$ cat config.mk
export PLATFORM = sky130hd
export DESIGN_NAME = axi_txn_tracking_monitor
export DESIGN_NICKNAME = d
export VERILOG_FILES = /design/src/rtl/axi_txn_tracking_monitor.sv
export SDC_FILE = /design/constraint.sdc
export NUM_CORES = 2
export LEC_CHECK = 0
export ABC_AREA = 1
export CAP_MARGIN = 20
export CORE_MARGIN = 2
export CORE_UTILIZATION = 60
export DETAILED_ROUTE_END_ITERATION = 12
export PLACE_DENSITY = 0.78
export SLEW_MARGIN = 20
export SYNTH_ARGS = -nofsm -noshare
export SYNTH_HDL_FRONTEND = slang
export SYNTH_SLANG_ARGS = --single-unit
$ cat constraint.sdc
create_clock -name clk -period 51.5 [get_ports clk]
set_clock_uncertainty 0.2 [all_clocks]
set_input_delay 5.15 -clock clk [delete_from_list [all_inputs] [get_ports clk]]
set_output_delay 5.15 -clock clk [all_outputs]
set_load 0.005 [all_outputs]
$ cat src/rtl/axi_txn_tracking_monitor.sv
// Passive AXI snoop monitor: per-ID outstanding accounting, progress watchdogs,
// sticky protocol-error flags, peak statistics and a single interrupt.

module axi_txn_id_cnt #(
  parameter int W = 4
) (
  input  logic         clk_i,
  input  logic         rstnn_i,
  input  logic         en_i,
  input  logic         inc_i,
  input  logic         dec_i,
  output logic [W-1:0] cnt_o,
  output logic [W-1:0] cnt_nxt_o,
  output logic         ovf_o,
  output logic         unexp_o
);
  logic [W-1:0] cnt_q, cnt_d;

  // inc and dec together on one ID cancel out, including at the rails
  always_comb begin
    cnt_d   = cnt_q;
    ovf_o   = 1'b0;
    unexp_o = 1'b0;
    if (en_i && (inc_i != dec_i)) begin
      if (inc_i) begin
        if (&cnt_q) ovf_o = 1'b1;
        else        cnt_d = cnt_q + W'(1);
      end else begin
        if (cnt_q == '0) unexp_o = 1'b1;
        else             cnt_d   = cnt_q - W'(1);
      end
    end
  end

  always_ff @(posedge clk_i or negedge rstnn_i)
    if (!rstnn_i) cnt_q <= '0;
    else          cnt_q <= cnt_d;

  assign cnt_o     = cnt_q;
  assign cnt_nxt_o = cnt_d;
endmodule

module axi_txn_wdog #(
  parameter int W = 16
) (
  input  logic         clk_i,
  input  logic         rstnn_i,
  input  logic         en_i,
  input  logic         ld_i,
  input  logic [W-1:0] thr_i,
  input  logic         busy_i,
  input  logic         hs_i,
  output logic         hit_o
);
  logic [W-1:0] tmr_q, tmr_d;

  always_comb begin
    tmr_d = tmr_q;
    hit_o = 1'b0;
    if (ld_i) tmr_d = '0;
    else if (en_i) begin
      if (thr_i == '0 || hs_i || !busy_i) tmr_d = '0;
      else begin
        tmr_d = (tmr_q >= thr_i) ? thr_i : tmr_q + W'(1);
        hit_o = (tmr_d == thr_i);
      end
    end
  end

  always_ff @(posedge clk_i or negedge rstnn_i)
    if (!rstnn_i) tmr_q <= '0;
    else          tmr_q <= tmr_d;
endmodule

module axi_txn_tracking_monitor #(
  parameter int BW_AXI_TID      = 4,
  parameter int BW_OUTSTANDING  = 4,
  parameter int BW_TOTAL        = 8,
  parameter int BW_TIMER        = 16,
  parameter int DEFAULT_TIMEOUT = 500
) (
  input  logic                      clk,
  input  logic                      rstnn,
  input  logic                      enable,
  input  logic                      clear,
  input  logic                      cfg_timeout_we,
  input  logic [BW_TIMER-1:0]       cfg_timeout,
  input  logic [BW_AXI_TID-1:0]     awid,
  input  logic [7:0]                awlen,
  input  logic                      awvalid,
  input  logic                      awready,
  input  logic                      wlast,
  input  logic                      wvalid,
  input  logic                      wready,
  input  logic [BW_AXI_TID-1:0]     bid,
  input  logic                      bvalid,
  input  logic                      bready,
  input  logic [BW_AXI_TID-1:0]     arid,
  input  logic                      arvalid,
  input  logic                      arready,
  input  logic [BW_AXI_TID-1:0]     rid,
  input  logic                      rlast,
  input  logic                      rvalid,
  input  logic                      rready,
  output logic [BW_TOTAL-1:0]       wr_total,
  output logic [BW_TOTAL-1:0]       rd_total,
  output logic [BW_OUTSTANDING-1:0] wr_peak,
  output logic [BW_OUTSTANDING-1:0] rd_peak,
  output logic [2:0]                timeout_flags,
  output logic [3:0]                error_flags,
  output logic                      irq
);
  localparam int NUM_ID = 1 << BW_AXI_TID;
  localparam int PW     = BW_TOTAL + 1;

  typedef struct packed {
    logic [BW_AXI_TID-1:0] awid;  logic awvalid, awready;
    logic                  wlast, wvalid, wready;
    logic [BW_AXI_TID-1:0] bid;   logic bvalid, bready;
    logic [BW_AXI_TID-1:0] arid;  logic arvalid, arready;
    logic [BW_AXI_TID-1:0] rid;   logic rlast, rvalid, rready;
  } snoop_t;

  snoop_t snp_q, snp_d;
  assign snp_d = {awid, awvalid, awready, wlast, wvalid, wready, bid, bvalid, bready,
                  arid, arvalid, arready, rid, rlast, rvalid, rready};

  logic unused_awlen;
  assign unused_awlen = ^awlen;

  always_ff @(posedge clk or negedge rstnn)
    if (!rstnn)      snp_q <= '0;
    else if (enable) snp_q <= snp_d;

  logic aw_hs, w_hs, wl_hs, b_hs, ar_hs, r_hs, rl_hs;
  assign aw_hs = snp_q.awvalid & snp_q.awready;
  assign w_hs  = snp_q.wvalid  & snp_q.wready;
  assign wl_hs = w_hs & snp_q.wlast;
  assign b_hs  = snp_q.bvalid  & snp_q.bready;
  assign ar_hs = snp_q.arvalid & snp_q.arready;
  assign r_hs  = snp_q.rvalid  & snp_q.rready;
  assign rl_hs = r_hs & snp_q.rlast;

  logic [NUM_ID-1:0][BW_OUTSTANDING-1:0] wcnt, rcnt, wcnt_nxt, rcnt_nxt;
  logic [NUM_ID-1:0] w_ovf, w_unexp, r_ovf, r_unexp;

  for (genvar i = 0; i < NUM_ID; i++) begin : g_id
    axi_txn_id_cnt #(.W(BW_OUTSTANDING)) u_wcnt (
      .clk_i(clk), .rstnn_i(rstnn), .en_i(enable),
      .inc_i(aw_hs && (snp_q.awid == BW_AXI_TID'(i))),
      .dec_i(b_hs  && (snp_q.bid  == BW_AXI_TID'(i))),
      .cnt_o(wcnt[i]), .cnt_nxt_o(wcnt_nxt[i]), .ovf_o(w_ovf[i]), .unexp_o(w_unexp[i]));
    axi_txn_id_cnt #(.W(BW_OUTSTANDING)) u_rcnt (
      .clk_i(clk), .rstnn_i(rstnn), .en_i(enable),
      .inc_i(ar_hs && (snp_q.arid == BW_AXI_TID'(i))),
      .dec_i(rl_hs && (snp_q.rid  == BW_AXI_TID'(i))),
      .cnt_o(rcnt[i]), .cnt_nxt_o(rcnt_nxt[i]), .ovf_o(r_ovf[i]), .unexp_o(r_unexp[i]));
  end

  logic [BW_TOTAL-1:0]       wr_sum, rd_sum;
  logic [BW_OUTSTANDING-1:0] wmax_nxt, rmax_nxt;

  always_comb begin
    wr_sum   = '0;
    rd_sum   = '0;
    wmax_nxt = '0;
    rmax_nxt = '0;
    for (int i = 0; i < NUM_ID; i++) begin
      wr_sum = wr_sum + BW_TOTAL'(wcnt[i]);
      rd_sum = rd_sum + BW_TOTAL'(rcnt[i]);
      if (wcnt_nxt[i] > wmax_nxt) wmax_nxt = wcnt_nxt[i];
      if (rcnt_nxt[i] > rmax_nxt) rmax_nxt = rcnt_nxt[i];
    end
  end

  // Two's-complement burst balance; negative when W data runs ahead of AW
  logic [PW-1:0] wpend_q, wpend_d;
  logic          wpend_pos;

  always_comb begin
    wpend_d = wpend_q;
    if (enable) begin
      if (aw_hs && !wl_hs)      wpend_d = wpend_q + PW'(1);
      else if (!aw_hs && wl_hs) wpend_d = wpend_q - PW'(1);
    end
  end
  assign wpend_pos = !wpend_q[PW-1] && (wpend_q != '0);

  logic [BW_TIMER-1:0] thr_q;
  logic [2:0]          wd_busy, wd_hs, wd_hit;
  assign wd_busy = {rd_sum != '0, wr_sum != '0, wpend_pos};
  assign wd_hs   = {r_hs, b_hs, w_hs};

  for (genvar t = 0; t < 3; t++) begin : g_wd
    axi_txn_wdog #(.W(BW_TIMER)) u_wd (
      .clk_i(clk), .rstnn_i(rstnn), .en_i(enable), .ld_i(cfg_timeout_we),
      .thr_i(thr_q), .busy_i(wd_busy[t]), .hs_i(wd_hs[t]), .hit_o(wd_hit[t]));
  end

  logic [2:0]                tmo_q;
  logic [3:0]                err_q, err_set;
  logic [BW_OUTSTANDING-1:0] wpk_q, rpk_q;
  logic                      irq_q;
  assign err_set = {|r_unexp, |w_unexp, |r_ovf, |w_ovf};

  always_ff @(posedge clk or negedge rstnn)
    if (!rstnn) begin
      wpend_q <= '0;
      thr_q   <= BW_TIMER'(DEFAULT_TIMEOUT);
      tmo_q   <= '0;
      err_q   <= '0;
      wpk_q   <= '0;
      rpk_q   <= '0;
      irq_q   <= 1'b0;
    end else begin
      wpend_q <= wpend_d;
      if (cfg_timeout_we) thr_q <= cfg_timeout;
      tmo_q <= (clear ? 3'b000 : tmo_q) | wd_hit;
      err_q <= (clear ? 4'b0000 : err_q) | err_set;
      if (clear) begin
        wpk_q <= wmax_nxt;
        rpk_q <= rmax_nxt;
      end else if (enable) begin
        if (wmax_nxt > wpk_q) wpk_q <= wmax_nxt;
        if (rmax_nxt > rpk_q) rpk_q <= rmax_nxt;
      end
      irq_q <= |{tmo_q, err_q};
    end

  assign wr_total      = wr_sum;
  assign rd_total      = rd_sum;
  assign wr_peak       = wpk_q;
  assign rd_peak       = rpk_q;
  assign timeout_flags = tmo_q;
  assign error_flags   = err_q;
  assign irq           = irq_q;
endmodule

==> results.txt <==
The flow ran to the end, and the final reports show no timing, DRC or antenna violations. The synthesis-stage register bit count is 245. For the pin with the worst max-slew slack, the measured transition is 0.993 ns. The number of hold-slack violations in the final timing report was 0.

The area enclosed by the die boundary is 48,100 sq um. In this run the critical register-to-register path is launched from snp_q[14]. The worst endpoint data arrival time is 23.98 ns. The I/O pin count is 89.

Based on the critical path, the design can be clocked at up to 0.0422 GHz. The die is 219 microns tall. The pin count of the biggest net entering global routing is 112. The detailed router finished its first iteration with 2,155 violations. The number of fill cells is 4,003. In this run the worst path has a maximum fanout of 49. The share of synthesized registers carrying an async set or reset is 1.00. The detailed-routing iteration count for the pre-antenna-repair pass is 7. In this run the register-to-register setup slack is 32.44 ns. The layout net count came out at 4,416.

The detailed-route wire length is 73,200 microns. The top flip-flop cell by instance count after synthesis is dfrtp_1. The count of standard-cell rows came out at 78. The path class of the tightest hold or removal check is reg2reg.

The H-tree depth is 1. The ratio of final minimum period to clock period is 0.460. The count of buffers inserted at the top-level ports came out at 80. The critical path starts at enable.

The number of global-route vias before repair is 24,400. Of the post-synthesis cell area, the dominant cell type holds 0.215. The number of synthesis warnings is 0.

The portion of the post-synthesis area used by sequential elements came out at 0.221. The clock latency reported for the late side of the worst-skew pair is 0.60 ns. The worst setup path is launched from a primary input. The remaining antenna violation count after routing came out at 0. The worst stage delay on the critical path is 0.69 ns. The cell area that synthesis handed to floorplanning was 27,800 sq um.

The number of antenna violations at the first check in global routing came out at 0. In this run the most critical hold path is launched from wpend_q[8]. The library cell occupying the most area in the post-synthesis netlist is dfrtp_1.

The number of buffer and inverter stages on the critical path came out at 22. The number of gates resized after CTS was 0. Ranked by instance count, the synthesized netlist is headed by nand2_1 (757), inv_1 (709), o21ai_0 (336), nor2_1 (308), nand3_1 (287). The routability-driven placement congestion ratio came out at 0.965. The count of final setup violators is 0. The antenna diode count came out at 0. For this run the aggregate overflow at the end of global routing stands at 0. The fraction of layout instances using a drive strength above 1 is 0.0925. The count of flip-flops with a built-in enable after synthesis came out at 0.

The average cell area after synthesis is 7.05 sq um. Among all cell types in the netlist, the one instantiated most often is nand2_1. The number of clock buffers added by TritonCTS is 29. TritonCTS built the clock tree. Setup repair after global routing left no endpoint under its margin. The via count is 26,100. Yosys attributes the largest share of cell area to dfrtp_1 (21%), ha_1 (11%), nand2_1 (10%), inv_1 (9.6%), fa_1 (7.6%).

The first global-routing pass estimated 121,000 microns of wire. The CTS root buffer is clkbuf_16. The required time of the critical path came out at 51.79 ns. The synthesis-to-layout area growth came out at 8.96%. For this configuration, the core starts out at a cell density of 0.610. The core region is 45,600 sq um.

In the synthesized netlist, the number of instances is 3,948. The HPWL after detailed placement is 57,400 microns. In the final timing run, aggregate negative setup slack is 0 ns.

The count of different cell masters after synthesis came out at 68. The number of pins with negative max-slew slack in the final report came out at 0. The type of the worst setup path is in2reg. The die span in x is 219 microns. The mean number of vias per cell came out at 5.62.

In the global route stage, overall resource usage came out at 0.308. The largest buffer count on any clock path is 3. The routed length per placed instance came out at 15.8 microns. The most numerous cell type found on the critical path is nand2_1. The critical-path cell with the highest stage delay is clkinv_1.

The number of max-cap violations is 0. The number of hold buffers added after CTS was 0. The TritonCTS sink count is 245. In the routed design, unresolved DRC markers number 0. STA classifies the critical path endpoint as a flip-flop. The clock period minus final worst setup slack came out at 23.69 ns. The setup fix buffers added after clock tree synthesis came out at 0. Among cell families on the critical path, the largest total delay comes from simple AND/OR/NAND/NOR gates. Clock-pin slew was measured on the worst setup and hold paths at 0.06 ns. Measured against its own limit, the worst slew margin works out to 0.338.

The number of nets handed over by synthesis was 4,345.
==> cell type report <==
class	count	area (sq um)	share of cell area
clock buffer	39	803	0.0265
sequential	245	6140	0.203
tap	600	751	0.0248
inverter	746	2810	0.0927
clock inverter	15	275	0.00908
multi-input combinational	2911	18700	0.617
timing repair buffer	86	848	0.0280
==> per-stage QoR <==
stage	hold slack, ns	instance area, sq um	worst slack [ns]	cells	utilization
finish	0.275	30300	27.81	4642	0.665
global route	0.316	30300	26.06	4642	0.665
CTS	0.272	30300	27.92	4642	0.665
detailed placement	0.258	29200	27.39	4588	0.641
global placement	0.257	29200	27.64	4588	0.641
floorplan	0.242	27800	30.86	3948	-
==> routing by layer <==
metal  up-vias  track usage  wire length, microns
met5         -            0                     0
met4         0        0.101                  2470
met3       150       0.0402                  5100
met2       870        0.512                 33500
met1     12100        0.414                 32100
li1      13000            -                     -
==> worst paths after layout <==
check                                     endpoint  cells after the start
setup reg to reg                        wr_peak[2]                    132
hold reg to reg                         wpend_q[8]                      1
hold / removal                          wpend_q[8]                      1
setup / recovery                        rd_peak[3]                    124
min in group asynchronous   g_wd[0].u_wd.tmr_q[12]                      1
max in group asynchronous  g_id[8].u_rcnt.cnt_o[0]                      2
==> logic make-up after synthesis <==
| family | count (synthesis) | synth area share |
|---|---|---|
| adder cells (fa/ha/maj) | 340 | 0.181 |
| multiplexers | 4 | 0.00148 |
| flip-flops | 245 | 0.221 |
| AO/OA/AOI/OAI | 650 | 0.136 |
| AND/OR/NAND/NOR | 1775 | 0.308 |
| XOR/XNOR | 142 | 0.0447 |
| buffers and inverters | 792 | 0.108 |
==> cells in the final DEF (no fill, tap or decap), types with 24 or more instances in the layout <==
cell,count
nand2_1,757
o22ai_1,89
o21ai_0,336
inv_1,709
a21oi_1,78
o21bai_1,27
ha_1,235
clkbuf_16,29
nand2_4,36
nor2_1,308
xor2_1,128
nand3_2,24
dfrtp_1,239
inv_2,29
nand4_1,37
nand2_2,121
nand3_1,287
clkdlybuf4s50_1,78
nor3_1,57
nor2_2,34
fa_1,105
==> worst reg2reg max path, delay by kind of cell (launching register included) <==
family	cells	cell delay, ns
simple gates	75	7.65
flops	1	0.37
fa+ha+maj	16	5.07
buf+inv	18	1.34
compound gates	23	4.32
==> registers in the layout, indices dropped and copies added (netlist names) <==
signal	cells
rd_peak	4
timeout_flags	3
g_wd.u_wd.tmr_q	48
g_id.u_wcnt.cnt_o	64
snp_q	28
irq	1
wpend_q	9
g_id.u_rcnt.cnt_o	64
wr_peak	4
thr_q	16
error_flags	4
Power is not shown: default switching activity piles up to over one toggle a cycle in this logic, so the estimate is an artifact.
